[config.mk]
export PLATFORM = sky130hd
export DESIGN_NAME = imm_extend_pipe
export DESIGN_NICKNAME = d
export VERILOG_FILES = /design/src/rtl/imm_pkg.sv /design/src/rtl/imm_ext_core.sv /design/src/rtl/imm_extend_pipe.sv
export SDC_FILE = /design/constraint.sdc
export NUM_CORES = 1
export LEC_CHECK = 0
export CAP_MARGIN = 10
export CORE_ASPECT_RATIO = 0.5
export CORE_MARGIN = 3
export CORE_UTILIZATION = 56
export DETAILED_ROUTE_END_ITERATION = 10
export PLACE_DENSITY = 0.91
export SYNTH_ARGS = -nofsm -noshare
export SYNTH_HDL_FRONTEND = slang
export SYNTH_SLANG_ARGS = --single-unit
export TNS_END_PERCENT = 10
[constraint.sdc]
create_clock -name clk -period 4.55 [get_ports clk]
set_input_delay 0.6825 -clock clk [delete_from_list [all_inputs] [get_ports clk]]
set_output_delay 0.6825 -clock clk [all_outputs]
set_load 0.005 [all_outputs]
[src/rtl/imm_pkg.sv]
// Shared definitions for the immediate extender: mode encoding and a
// fixed-width reference extension function for decode-stage checkers.
package imm_pkg;

  typedef enum logic [1:0] {
    ZERO     = 2'b00,
    SIGN     = 2'b01,
    SIGN_SH1 = 2'b10,
    UPPER    = 2'b11
  } ext_mode_e;

  localparam int IMM_IN_W  = 9;
  localparam int IMM_OUT_W = 16;

  function automatic logic [IMM_OUT_W-1:0] ext_imm(input logic [IMM_IN_W-1:0] data,
                                                    input ext_mode_e mode);
    logic [IMM_OUT_W-1:0] sext;
    sext = {{(IMM_OUT_W-IMM_IN_W){data[IMM_IN_W-1]}}, data};
    case (mode)
      ZERO:     ext_imm = {{(IMM_OUT_W-IMM_IN_W){1'b0}}, data};
      SIGN:     ext_imm = sext;
      SIGN_SH1: ext_imm = {sext[IMM_OUT_W-2:0], 1'b0};
      default:  ext_imm = {data, {(IMM_OUT_W-IMM_IN_W){1'b0}}};
    endcase
  endfunction

endpackage

[src/rtl/imm_ext_core.sv]
// Combinational immediate extension: zero, sign, sign-shift-by-1 or upper placement.
module imm_ext_core
  import imm_pkg::*;
#(
  parameter int IN_W  = 9,
  parameter int OUT_W = 16
) (
  input  logic [IN_W-1:0]  data_i,
  input  logic [1:0]       mode_i,
  output logic [OUT_W-1:0] data_o
);

  localparam int EXT_W = OUT_W - IN_W;

  logic [OUT_W-1:0] sext;

  // Shifting the full sign extension keeps SIGN_SH1 legal when EXT_W is 1.
  assign sext = {{EXT_W{data_i[IN_W-1]}}, data_i};

  always_comb begin
    data_o = {{EXT_W{1'b0}}, data_i};
    case (ext_mode_e'(mode_i))
      ZERO:     data_o = {{EXT_W{1'b0}}, data_i};
      SIGN:     data_o = sext;
      SIGN_SH1: data_o = {sext[OUT_W-2:0], 1'b0};
      UPPER:    data_o = {data_i, {EXT_W{1'b0}}};
      default:  data_o = {{EXT_W{1'b0}}, data_i};
    endcase
  end

endmodule

[src/rtl/imm_extend_pipe.sv]
// Flow-controlled immediate extender: extension core feeding a DEPTH-entry
// FIFO with valid/ready on both sides and a synchronous flush.
module imm_extend_pipe
  import imm_pkg::*;
#(
  parameter int IN_W  = 9,
  parameter int OUT_W = 16,
  parameter int DEPTH = 2
) (
  input  logic                     clk,
  input  logic                     rst_n,
  input  logic                     flush,
  input  logic                     in_valid,
  output logic                     in_ready,
  input  logic [IN_W-1:0]          data_in,
  input  logic [1:0]               mode,
  output logic                     out_valid,
  input  logic                     out_ready,
  output logic [OUT_W-1:0]         data_out,
  output logic [$clog2(DEPTH):0]   level
);

  localparam int PTR_W = $clog2(DEPTH);
  localparam int LVL_W = PTR_W + 1;
  localparam logic [LVL_W-1:0] FULL_LVL = LVL_W'(DEPTH);

  if ((OUT_W < IN_W + 1) || (IN_W < 2) || (DEPTH < 2) || ((DEPTH & (DEPTH - 1)) != 0)) begin : g_param_check
    $error("imm_extend_pipe: illegal IN_W/OUT_W/DEPTH combination");
  end

  logic [OUT_W-1:0] mem_q [DEPTH];
  logic [PTR_W-1:0] wr_ptr_q, wr_ptr_d;
  logic [PTR_W-1:0] rd_ptr_q, rd_ptr_d;
  logic [LVL_W-1:0] level_q, level_d;
  logic [OUT_W-1:0] ext_data;
  logic             push, pop;

  imm_ext_core #(
    .IN_W  (IN_W),
    .OUT_W (OUT_W)
  ) u_core (
    .data_i (data_in),
    .mode_i (mode),
    .data_o (ext_data)
  );

  // Flags come only from registered level, so out_ready never reaches in_ready.
  assign in_ready  = (level_q != FULL_LVL);
  assign out_valid = (level_q != '0);
  assign data_out  = mem_q[rd_ptr_q];
  assign level     = level_q;

  assign push = in_valid && in_ready && !flush;
  assign pop  = out_valid && out_ready && !flush;

  always_comb begin
    wr_ptr_d = wr_ptr_q;
    rd_ptr_d = rd_ptr_q;
    level_d  = level_q;
    if (flush) begin
      wr_ptr_d = '0;
      rd_ptr_d = '0;
      level_d  = '0;
    end else begin
      if (push) wr_ptr_d = wr_ptr_q + PTR_W'(1);
      if (pop)  rd_ptr_d = rd_ptr_q + PTR_W'(1);
      case ({push, pop})
        2'b10:   level_d = level_q + LVL_W'(1);
        2'b01:   level_d = level_q - LVL_W'(1);
        default: level_d = level_q;
      endcase
    end
  end

  always_ff @(posedge clk or negedge rst_n) begin
    if (!rst_n) begin
      wr_ptr_q <= '0;
      rd_ptr_q <= '0;
      level_q  <= '0;
    end else begin
      wr_ptr_q <= wr_ptr_d;
      rd_ptr_q <= rd_ptr_d;
      level_q  <= level_d;
    end
  end

  // Storage is cleared by reset but deliberately kept across flush.
  always_ff @(posedge clk or negedge rst_n) begin
    if (!rst_n) begin
      for (int i = 0; i < DEPTH; i++) mem_q[i] <= '0;
    end else if (push) begin
      mem_q[wr_ptr_q] <= ext_data;
    end
  end

endmodule

# --- Word level (Yosys, flattened, before mapping) ---
# Index checks and enable logic that the tools add are counted.
totals:
  inputBits: 16
  elab_cells: 44
  reg_bits: 36
  output_inout_bits: 20
classes:
  n_mux: 13
  reduce_logical: 11
  n_eq_ne: 6
  magnitude_cmp: 3
  n_addsub: 4
  bitwise: 2
op_table:
  columns: ["operator", "n"]
  rows:
  - ["$mux W16", 4]
  - ["$pmux W16 S4", 1]
  - ["$bwmux W32", 1]
  - ["$demux W16 S1", 1]
  - ["$eq A2 B2 Y1 const B", 3]
  - ["$reduce_bool A2 Y1", 3]
  - ["$logic_and A1 B1 Y1", 5]
  - ["$eq A2 B1 Y1 const B", 2]
  - ["$ge A2 B2 Y1 const B", 2]
  - ["$mux W1", 4]
  - ["$not A1 Y2", 2]
  - ["$pmux W2 S2", 1]
  - ["$reduce_bool A3 Y1", 1]
  - ["$add A1 B1 Y1 const B", 2]
  - ["$add A2 B1 Y2 const B", 1]
  - ["$logic_not A2 Y1", 1]
  - ["$lt A2 B1 Y1 const B", 1]
  - ["$mux W2", 1]
  - ["$ne A2 B2 Y1 const B", 1]
  - ["$sub A2 B1 Y2 const B", 1]
  - ["$logic_not A1 Y1", 1]

# --- Depth between registers and ports, before layout ---
depth:
  word_depth: 6
  depth_mapped: 4
  ltp_nobuf: 4

# --- By module ---
# Synthesis repeated with hierarchy kept, for this count alone.
hier_totals:
  hier_cells: 145
  hier_area_um2: 1876.8
modules_own_cells:
  columns: ["module", "cells_each", "area_each_um2", "n_inst", "seq_area_each_um2"]
  rows:
  - ["imm_extend_pipe", 111, 1619.1, 1, 900.9]
  - ["imm_ext_core", 34, 257.7, 1, 0.0]

# --- Worst setup path before layout ---
# OpenSTA, ideal clock, no wires.
synth_path:
  kind: "input port to flip-flop"
  startpoint: "input flush"
  endpoint: "register mem_q[10] in the netlist's numbering"
  path_buffers: 2
  stages: 4
  setup_ps: 125
  setup_slack_ps: 2585
  t_arrival_ps: 1840
  t_required_ps: 4425
  path_cell_list: "clkbuf_1 > nor4b_4 > buf_8 > mux2_4"
synth_via:
  elab_chain_cells: 2
synth_rtl:
  columns: ["element", "line_no", "source"]
  rows:
  - ["start, declared", "imm_extend_pipe.sv:12", "input logic flush,"]
  - ["$logic_not A1 Y1", "imm_extend_pipe.sv:53", "assign push = in_valid && in_ready && !flush;"]
  - ["$logic_and A1 B1 Y1", "imm_extend_pipe.sv:53", null]
  - ["end signal, assigned by index", "imm_extend_pipe.sv:92", "mem_q[wr_ptr_q] <= ext_data;"]
  - ["end, declared", "imm_extend_pipe.sv:31", "logic [OUT_W-1:0] mem_q [DEPTH];"]
# Every way passes these cells.
# A chain may end at the register's enable or synchronous reset.

# --- Worst setup path after layout ---
layout_path:
  startpoint: "register rd_ptr_q"
  endpoint: "output data_out[9]"
layout_via:
  elab_chain_cells: 4
layout_rtl:
  columns: ["element", "line_no", "source"]
  rows:
  - ["start, declared", "imm_extend_pipe.sv:33", "logic [PTR_W-1:0] rd_ptr_q, rd_ptr_d;"]
  - ["start signal, assigned", "imm_extend_pipe.sv:82", "rd_ptr_q <= rd_ptr_d;"]
  - ["$not A1 Y2 (not written as such)", "imm_extend_pipe.sv:50", "assign data_out = mem_q[rd_ptr_q];"]
  - ["$mux W16 (not written as such) (3 in series)", "imm_extend_pipe.sv:50", null]
  - ["end, declared", "imm_extend_pipe.sv:19", "output logic [OUT_W-1:0] data_out,"]
# Every way passes these cells. The select of a mux whose other input is x is not followed.

==> impl_metrics.ini <==
[yosys]
syn_avg_cell_area_um2 = 13.3
synth-warning-count = 0
seq_area_frac_synth = 0.459
ys_top_cells_by_area = dfrtp_1, mux2_2, mux2_4
synth_cell_type_count = 27
synth_top_area_frac = 0.459
synth_top_cell_by_area = dfrtp_1
synth_area_um2 = 1960
synthCells = 147
ys_seq_elements = 36
syn-num-nets = 163

[clock_network]
cts_sinks = 36
cts_buffers = 5
cts_tree = done
post_cts_buffers = 0
clkLatencyLatePin_ps = 290
cts_buffer_depth = 2
cts-hold-fix-buffers = 0
cts_root_buf = clkbuf_8
cts.repair.resized = 0
htreeDepth = 2
clk_pin_slew_ps = 80

[power_and_ir_drop]
leakage_nw = 1.09
irDropWorstVdd_mv = 0.293
p_total_w = 0.00101
power_density_nw_per_um2 = 413

[floorplan]
fp.dieW_um = 89.7
die_h_um = 47.8
dieArea_um2 = 4290
std_cell_rows = 14
ioPinCount = 36
coreArea_um2 = 3170
initial_core_util = 0.618

[placed_design]
io_buffers = 35
hpwlAfterDp_mm = 2.74
place_congestion = 0.730

[detailed_routing]
routedWlPerCell_um = 17.2
drt_iter0_drc = 33
vias = 1260
ant_nets = 0
drt_wl_total_mm = 4.02
vias_per_cell = 5.41
drc = 0
dr.pass1.iters = 4

[sta]
setup_viol = 0
relSlewSlack = 0.443
fmax_mhz = 364
rsz0062_at_grt = no
post-route-period-util = 0.603
tightest_slew_ps = 836
timing.setup.tns_ps = 0
finalMaxSlewViolations = 0
final.min_clock_period_ps = 2740
hold_viol_final = 0
whs_ps = 508
fin_skew_ps = 7.01

[final_layout]
final-seq-area_um2 = 901
multi_input_area_um2 = 978
layout-drive-gt1-share = 0.362
fin_util = 0.773
area_growth_pct = 25.0
num-fill-cells = 203
fin_nets = 200
final_common_cell = dfrtp_1
num_antenna_cells = 0
final_cell_mix = dfrtp_1, clkdlybuf4s50_1, mux2_2, mux2_4

[status]
outcome = complete, no violations

[setup_path]
crit_slowest_cell = dfrtp_1
crit_arrival_ps = 2060
cp_cell_sequence = mux2_2, clkdlybuf4s50_1
worst-setup-path-type = flop to output pin
critPathBufInv = 1
slowest_delay_ps = 890
cp.required_ps = 3870
critical-path-top-delay-family = flip-flops
end_kind = output pin
cp-start-kind = flop
worstPathMaxFanout = 19

[global_routing]
grt_pass1_wl_mm = 6.61
grt_start_max_net_pins = 37
antenna_found_initial = 0
grt_util_all_layers = 0.216
grt_pass1_vias = 1314
grt_overflow = 0

[min_path]
hold_class = flop to flop

[flow_run]
cap_viol_max_count = 0
-- registers in the layout, summed over array words and instances, names as in the netlist --
register and cells:
wr_ptr_q 1, rd_ptr_q 1, level 2, mem_q 32
-- path summary, 6_finish.rpt --
kind | startpoint | endpoint | slack (ps) | cells past startpoint
setup / recovery | rd_ptr_q | data_out[9] | 1810 | 2
hold / removal | mem_q[2] | mem_q[2] | 510 | 1
setup reg to reg | level[1] | mem_q[0] | 2820 | 4
hold reg to reg | mem_q[2] | mem_q[2] | 510 | 1
max in group asynchronous | rst_n | level[0] | 3410 | 2
min in group asynchronous | rst_n | mem_q[30] | 810 | 2
-- metal layers --
layer	GRT usage	wire length, um
met5	0	0
met1	0.278	1980
met4	0.0890	31
met3	0.0653	140
met2	0.349	1870
-- report_power, final --
part	leakage (nW)	internal (W)	switching (W)
Sequential	0.451	0.000394	0.0000456
Combinational	0.585	0.000196	0.0000908
Clock	0.0541	0.000162	0.000122
Total	1.09	0.000752	0.000259
-- cell usage after synthesis --
cell       n
and3b_1    1
a22o_1     6
mux2_4    16
inv_2      1
xor2_1     1
mux2i_1    7
nor3b_1    1
buf_8      2
nor2b_2    1
o211ai_1   1
a21o_1     7
mux2_2    33
inv_1      6
or2_2      2
clkbuf_1   3
nor4_4     1
buf_2      2
buf_1      1
nand2_1    2
nor2_1     2
nor2b_1    2
nand3b_1   1
o21ai_0    5
a21oi_1    5
or3_2      1
nor4b_4    1
dfrtp_1   36
-- cells by family after synthesis --
logic type / Yosys count / share of synthesized area
multiplexers: 56 / 0.348
buffers and inverters: 15 / 0.0415
AO/OA/AOI/OAI: 24 / 0.0830
XOR/XNOR: 1 / 0.00447
AND/OR/NAND/NOR: 15 / 0.0638
flip-flops: 36 / 0.459
-- cell type report --
type	count	area share
Clock buffer	5	0.0281
Sequential cell	36	0.368
Timing Repair Buffer	38	0.152
Tap cell	48	0.0245
Clock inverter	3	0.0174
Multi-Input combinational cell	96	0.399
Inverter	7	0.0107
-- stage by stage --
stage | cells | cell area, um2 | worst slack, ps
after floorplan | 147 | 1960 | 2580
after CTS | 233 | 2450 | 1790
after detailed placement | 225 | 2340 | 2080
after global placement | 225 | 2340 | 2120
after global routing | 233 | 2450 | 1740
final | 233 | 2450 | 1810
Note: power is estimated with default switching activity, not from simulation.
